<file path="src/rtl/dsp_mac_seq.sv">
// Streams signed A/B terms into a DSP48A1 multiply-accumulate and captures P as the result.
// Defining DSP_MAC_SEQ_ABORT_EN adds an abort input that cancels an accumulation in progress.
module dsp_mac_seq #(
    parameter int LEN_W    = 8,
    parameter int PIPE_LAT = 4,
    parameter int OPM_DLY  = 2
) (
    input  logic             clk,
    input  logic             rst_n,
    input  logic             start,
    input  logic [LEN_W-1:0] len,
    output logic             busy,
    input  logic             in_valid,
    output logic             in_ready,
    input  logic [17:0]      in_a,
    input  logic [17:0]      in_b,
    output logic [17:0]      dsp_a,
    output logic [17:0]      dsp_b,
    output logic [7:0]       dsp_opmode,
    output logic             dsp_ce,
    input  logic [47:0]      dsp_p,
    output logic [47:0]      res,
    output logic             res_valid,
    input  logic             res_ready
`ifdef DSP_MAC_SEQ_ABORT_EN
    ,
    input  logic             abort
`endif
);

    localparam logic [7:0] OPM_MUL  = 8'h01;
    localparam logic [7:0] OPM_MAC  = 8'h09;
    localparam logic [7:0] OPM_HOLD = 8'h08;

    typedef enum logic [1:0] {IDLE, ACCUM, DRAIN, DONE} state_t;

    state_t                 state_q, state_d;
    logic [LEN_W-1:0]       len_q, cnt_q;
    logic [3:0]             drn_q;
    logic [OPM_DLY:0][7:0]  opm_pipe;
    logic                   accept, last_term, drain_end, kill;

    assign accept    = (state_q == ACCUM) && in_valid;
    assign last_term = accept && (cnt_q == len_q - LEN_W'(1));
    assign drain_end = (state_q == DRAIN) && (drn_q == 4'(PIPE_LAT - 1));

`ifdef DSP_MAC_SEQ_ABORT_EN
    assign kill = abort && ((state_q == ACCUM) || (state_q == DRAIN));
`else
    assign kill = 1'b0;
`endif

    always_comb begin
        state_d   = state_q;
        busy      = (state_q != IDLE);
        in_ready  = (state_q == ACCUM);
        dsp_ce    = (state_q == ACCUM) || (state_q == DRAIN);
        res_valid = (state_q == DONE);
        unique case (state_q)
            IDLE:    if (start) state_d = (len == '0) ? DONE : ACCUM;
            ACCUM:   if (last_term) state_d = DRAIN;
            DRAIN:   if (drain_end) state_d = DONE;
            DONE:    if (res_ready) state_d = IDLE;
            default: state_d = IDLE;
        endcase
        if (kill) state_d = IDLE;
    end

    always_ff @(posedge clk or negedge rst_n) begin
        if (!rst_n) begin
            state_q <= IDLE;
            len_q   <= '0;
            cnt_q   <= '0;
            drn_q   <= '0;
            res     <= '0;
        end else begin
            state_q <= state_d;
            if (state_q == IDLE && start) begin
                len_q <= len;
                cnt_q <= '0;
            end
            if (accept) cnt_q <= cnt_q + LEN_W'(1);
            // drn_q counts cycles since the last issue; P is valid on its final count
            drn_q <= (state_q == DRAIN && !drain_end) ? drn_q + 4'd1 : 4'd0;
            if (state_q == IDLE && start && len == '0) res <= '0;
            if (drain_end && !kill) res <= dsp_p;
        end
    end

    // opm_pipe[0] is aligned with dsp_a/dsp_b; later taps delay it toward the DSP OPMODE port
    always_ff @(posedge clk or negedge rst_n) begin
        if (!rst_n) begin
            dsp_a    <= '0;
            dsp_b    <= '0;
            opm_pipe <= '0;
        end else if (kill) begin
            dsp_a    <= '0;
            dsp_b    <= '0;
            opm_pipe <= '0;
        end else begin
            for (int k = OPM_DLY; k > 0; k--) opm_pipe[k] <= opm_pipe[k-1];
            if (accept) begin
                dsp_a       <= in_a;
                dsp_b       <= in_b;
                opm_pipe[0] <= (cnt_q == '0) ? OPM_MUL : OPM_MAC;
            end else begin
                dsp_a       <= '0;
                dsp_b       <= '0;
                opm_pipe[0] <= dsp_ce ? OPM_HOLD : 8'h00;
            end
        end
    end

    assign dsp_opmode = opm_pipe[OPM_DLY];

endmodule

</file>
<file path="config.mk">
export PLATFORM = sky130hd
export DESIGN_NAME = dsp_mac_seq
export DESIGN_NICKNAME = d
export VERILOG_FILES = /design/src/rtl/dsp_mac_seq.sv
export SDC_FILE = /design/constraint.sdc
export NUM_CORES = 1
export LEC_CHECK = 0
export ABC_AREA = 1
export CORE_UTILIZATION = 43
export DETAILED_ROUTE_END_ITERATION = 10
export GPL_ROUTABILITY_DRIVEN = 0
export PLACE_DENSITY = 0.8
export SLEW_MARGIN = 10
export SYNTH_ARGS = -nofsm -noshare
export SYNTH_HDL_FRONTEND = slang
export SYNTH_SLANG_ARGS = --single-unit
</file>
<file path="constraint.sdc">
create_clock -name clk -period 2.1 [get_ports clk]
set_clock_uncertainty 0.2 [all_clocks]
set_input_delay 0.63 -clock clk [delete_from_list [all_inputs] [get_ports clk]]
set_output_delay 0.63 -clock clk [all_outputs]
set_load 0.005 [all_outputs]
</file>
Word-level counts from Yosys, hierarchy flattened
Index checks and enable logic that the tools add are counted.
- register bits: 130
- output and inout bits: 96
- logic and storage cells: 53
- $add $sub $neg: 3
- equal/unequal tests: 9
- multiplexer cells: 16
- reduce and logical (&&, ||, !) cells: 15
- operators with widths (cell ; number):
    two-way mux 48 bit ; 2
    two-way mux 18 bit ; 2
    zero test 8 bit ; 2
    two-way mux 4 bit ; 4
    two-way mux 8 bit ; 2
    two-way mux 2 bit ; 5
    adder 8 x 1 -> 8 bit, second input constant ; 1
    == test 8 bit ; 1
    one-hot mux 2 bit (4 select lines) ; 1
    subtractor 8 x 1 -> 8 bit, second input constant ; 1
    logical AND 1 bit ; 6
    nonzero test 2 bit ; 3
    adder 4 x 1 -> 4 bit, second input constant ; 1
    == test 2 bit, second input constant ; 2
    == test 4 x 2 -> 1 bit, second input constant ; 1
    != test 2 x 1 -> 1 bit, second input constant ; 2
    != test 2 bit, second input constant ; 2
    AND reduction 4 bit ; 1
    == test 2 x 1 -> 1 bit, second input constant ; 1
    zero test 2 bit ; 1
    zero test 1 bit ; 1
    logical OR 1 bit ; 1

Logic depth before layout (Yosys ltp)
Gate-level depths: netlist of run 1.
- word-level depth: 5
- gate-level depth with buffers: 14

Worst setup path before layout of run 1
Ideal clock, no wire load.
- kind: reg2reg
- from: reg state_q[1]
- to: reg state_q[0]
- arrival time: 1.463 ns
- slack: 0.320 ns
- cell stages (with the launch flop): 14
- buffers on the path: 0
- clock period less this slack: 1.780 ns
- path through: dfrtp_1 inv_1 ha_1 nand2_1 nor2_1 nand3_1 nor2_1 nand2_1 nor2_2 nand2_1 nand2_2 nand2_2 nand2_1 nand2_1
- cells in the longest elaborated chain, start to end: 5
- ends and longest elaborated chain (element ; RTL line ; source):
    start: declaration ; 37 ; state_t state_q, state_d;
    start signal: assignment ; 77 ; state_q <= state_d;
    == test 2 x 1 -> 1 bit (*) ; - ;
    named net in_ready ; 14 ; output logic in_ready,
    logical AND 1 bit ; 43 ; assign accept = (state_q == ACCUM) && in_valid;
    logical AND 1 bit ; 44 ; assign last_term = accept && (cnt_q == len_q - LEN_W'(1));
    != test 2 x 1 -> 1 bit (no line) ; - ;
    AND reduction 4 bit (no line) ; - ;
Mark *: on every way through the listed nets, which the timed path passes. The rest lies on a longest branch.
A chain may end at the register's enable or synchronous reset.

Worst setup path in the final report of run 1
- from: reg state_q[0]
- to: out dsp_ce
- cells in the longest elaborated chain, start to end: 2
- ends and longest elaborated chain (element ; RTL line ; source):
    == test 2 x 1 -> 1 bit or == test 2 bit (tied branches) ; 57 ; dsp_ce = (state_q == ACCUM) || (state_q == DRAIN);
    logical OR 1 bit (*) ; 57 ;
    end: declaration ; 20 ; output logic dsp_ce,
Every way passes the cells marked *; elsewhere a longest branch is shown, timed or not.

==> run summary, run 1 <==
P per Cell Area: 900.6 nW/um^2
dpl cells: 855
Arrival @ worst endpoint: 1.33 ns
crit end category: primary output
CTS tree: built
critical path's top delay family: flip-flops
Ant. Diodes: 0
CP peak stage delay: 0.44 ns
DP Area: 6894 um^2
Tcrit/Tclk final: 1.026
initial antenna violation count: 0
Die Wd: 107.7 um
Synth Cell Area: 4803 um^2
largest net degree at the start of global routing: 54
global-route wire length before repair: 18.17 mm
Nets: 848
Max Cap Viol: 0
post-route insts no fill: 887
Mapped Cells: 538
Clock Latency Late Sink: 0.37 ns
clk buf depth: 2
area share of the largest cell type after synthesis: 0.5835
Syn Area/Cell: 8.928 um^2
sequential area share after synthesis: 0.5835
worst hold path type: reg2reg
Final WS setup: -0.05545 ns
Setup CP Type: reg2out
VDD IR-drop max: 0.6918 mV
Total Routing Usage GR: 0.2033
IO Pins: 193
Routed WL: 12.46 mm
Required @ worst endpoint: 1.27 ns
H-tree depth: 3
CP most frequent cell: buf_6
Setup TNS: -0.09251 ns
DRC violations left: 0
crit path buf inv count: 3
Detailed Route Iter0 Violations: 338
PortBufs: 186
CTS root buf: clkbuf_8
multi-input combinational cell area: 1459 um^2
Synth cell types: 29
DR vias/cell: 4.664
starting density of the core: 0.4431
Tmin final: 2.155 ns
TritonCTS Sinks: 112
FF-to-FF setup slack: 0.18 ns
num rows: 38
die height: 107.7 um
grt ovf: 0
DP HPWL: 8.737 mm
Synth Register Bits: 112
Synthesis Warnings: 0
share of cells above drive strength 1: 0.09906
utilization after layout: 0.6738
register area: 2803 um^2
WL per Instance: 14.04 um
crit-path cells: buf_6 -> inv_4 -> ha_4 -> buf_6
worst-path maximum fanout: 2
CP max stage cell: dfrtp_1
Worst Setup Start Kind: register
drt first pass iters: 4
fin area: 7305 um^2
vias in the first global route: 3933
most frequent cells in the layout: clkdlybuf4s50_1 (144), inv_1 (112), dfrtp_1 (112)
routed vias: 4137
Worst-path clk slew: 0.10 ns
fill count: 840
Num CTS Buffers: 9
most common cell after layout, fill and taps aside: clkdlybuf4s50_1
failing checks: setup timing
die footprint: 11600 um^2
Setup violations, final: 3
Core Area: 10840 um^2
WHS: 0.1555 ns
LEAKAGE: 3.967 nW
Area Overhead vs Synth: 52.07%
max-slew violation count: 0
status: finished with violations
ANT nets after route: 0
largest area contributor in the netlist: dfrtp_1
Max Clock Freq: 463.9 MHz
RSZ-0062 raised after global routing: true
Final Hold Fails: 0
largest cells by area after synthesis: dfrtp_1 (58%), inv_1 (9.0%), nand3_1 (6.7%)
what timing repair did:
item                                    in CTS  in global routing
hold buffers                                 1                  0
endpoints found under the hold margin       10                  0
buffers inserted                             5                 10
endpoints found under the setup margin      17                 34
resized for setup                           40                 29
pin swaps                                    1                  4
layer usage:
| metal | vias to the layer above | part of all wire | GRT usage |
|---|---|---|---|
| met1 | 1925 | 0.41 | 0.2446 |
| met2 | 145 | 0.51 | 0.3599 |
| met4 | 0 | 0.029 | 0.09295 |
| met5 | - | 0 | 0 |
| li1 | 2042 | - | - |
| met3 | 25 | 0.053 | 0.02724 |
final timing paths:
check | endpoint | depth (start not counted) | start
worst max-delay path | dsp_ce | 4 | state_q[0]
worst min-delay path | dsp_opmode[3] | 0 | opm_pipe[11]
worst max register to register | cnt_q[6] | 10 | state_q[0]
worst min register to register | dsp_opmode[3] | 0 | opm_pipe[11]
max in group asynchronous | res[35] | 3 | rst_n
min in group asynchronous | cnt_q[6] | 2 | rst_n
logic make-up (layout without fill, tap and decap cells):
logic type                 count (synthesis)  in the layout  share of synthesized area
buffers and inverters                    150            354                     0.1287
other                                      1              6                  0.0007807
DFF                                      112            112                     0.5835
AOI/OAI and AO/OA                         75             75                    0.08231
adders and majority gates                  9              9                    0.02344
xor gates and xnor gates                   6              6                    0.01094
and+or+nand+nor                          185            185                     0.1704
cells in the mapped netlist:
| cell | instances |
|---|---|
| xor2_1 | 3 |
| nor2_1 | 58 |
| inv_2 | 7 |
| nand2_1 | 49 |
| buf_2 | 8 |
| a21oi_1 | 4 |
| o32ai_1 | 1 |
| or2_1 | 1 |
| nand3b_1 | 1 |
| nand2_2 | 3 |
| o21ai_0 | 30 |
| clkbuf_1 | 9 |
| nand3_1 | 64 |
| inv_1 | 115 |
| nor3_2 | 2 |
| nor2_2 | 2 |
| nand4_1 | 2 |
| a211oi_4 | 1 |
| or2_0 | 1 |
| dfrtp_1 | 112 |
| ha_1 | 9 |
| xnor2_1 | 3 |
| buf_4 | 8 |
| or2_2 | 2 |
| o21ai_1 | 38 |
| buf_1 | 1 |
| buf_6 | 2 |
| conb_1 | 1 |
| a31oi_1 | 1 |
sequential cells by signal (all words and copies together), names as in the netlist:
register	cells
drn_q	4
opm_pipe	4
res	48
dsp_b	18
dsp_opmode	2
state_q	2
len_q	8
dsp_a	18
cnt_q	8
layout make-up:
class / instances / area share
Inverter: 122 / 0.06338
Tap cell: 140 / 0.02398
Clock inverter: 5 / 0.008736
Clock buffer: 11 / 0.01799
Multi-Input combinational cell: 281 / 0.1997
Timing Repair Buffer: 216 / 0.3025
Sequential cell: 112 / 0.3837
metrics by stage:
stage	setup slack (ns)	power (mW)
final	-0.05545	6.578
after global routing	-0.08758	7.025
after CTS	-0.01702	6.511
after detailed placement	-0.1810	5.160
after global placement	-0.1067	5.070
after floorplan	0.3204	3.890
report_power, final:
part / internal [mW] / switching, mW
Clock: 0.564 / 0.727
Sequential: 2.59 / 0.246
Combinational: 1.33 / 1.12
Note: power is estimated with default switching activity, not from simulation.
==> inputs of run 2 (changes only) <==
--- a/config.mk
+++ b/config.mk
@@ -7,6 +7,7 @@
 export LEC_CHECK = 0
 export ABC_AREA = 1
 export CORE_UTILIZATION = 43
+export CTS_CLUSTER_SIZE = 25
 export DETAILED_ROUTE_END_ITERATION = 10
 export GPL_ROUTABILITY_DRIVEN = 0
 export PLACE_DENSITY = 0.8
==> results of run 2 <==
Final layout, timing and power as in run 1 (identical DEF).
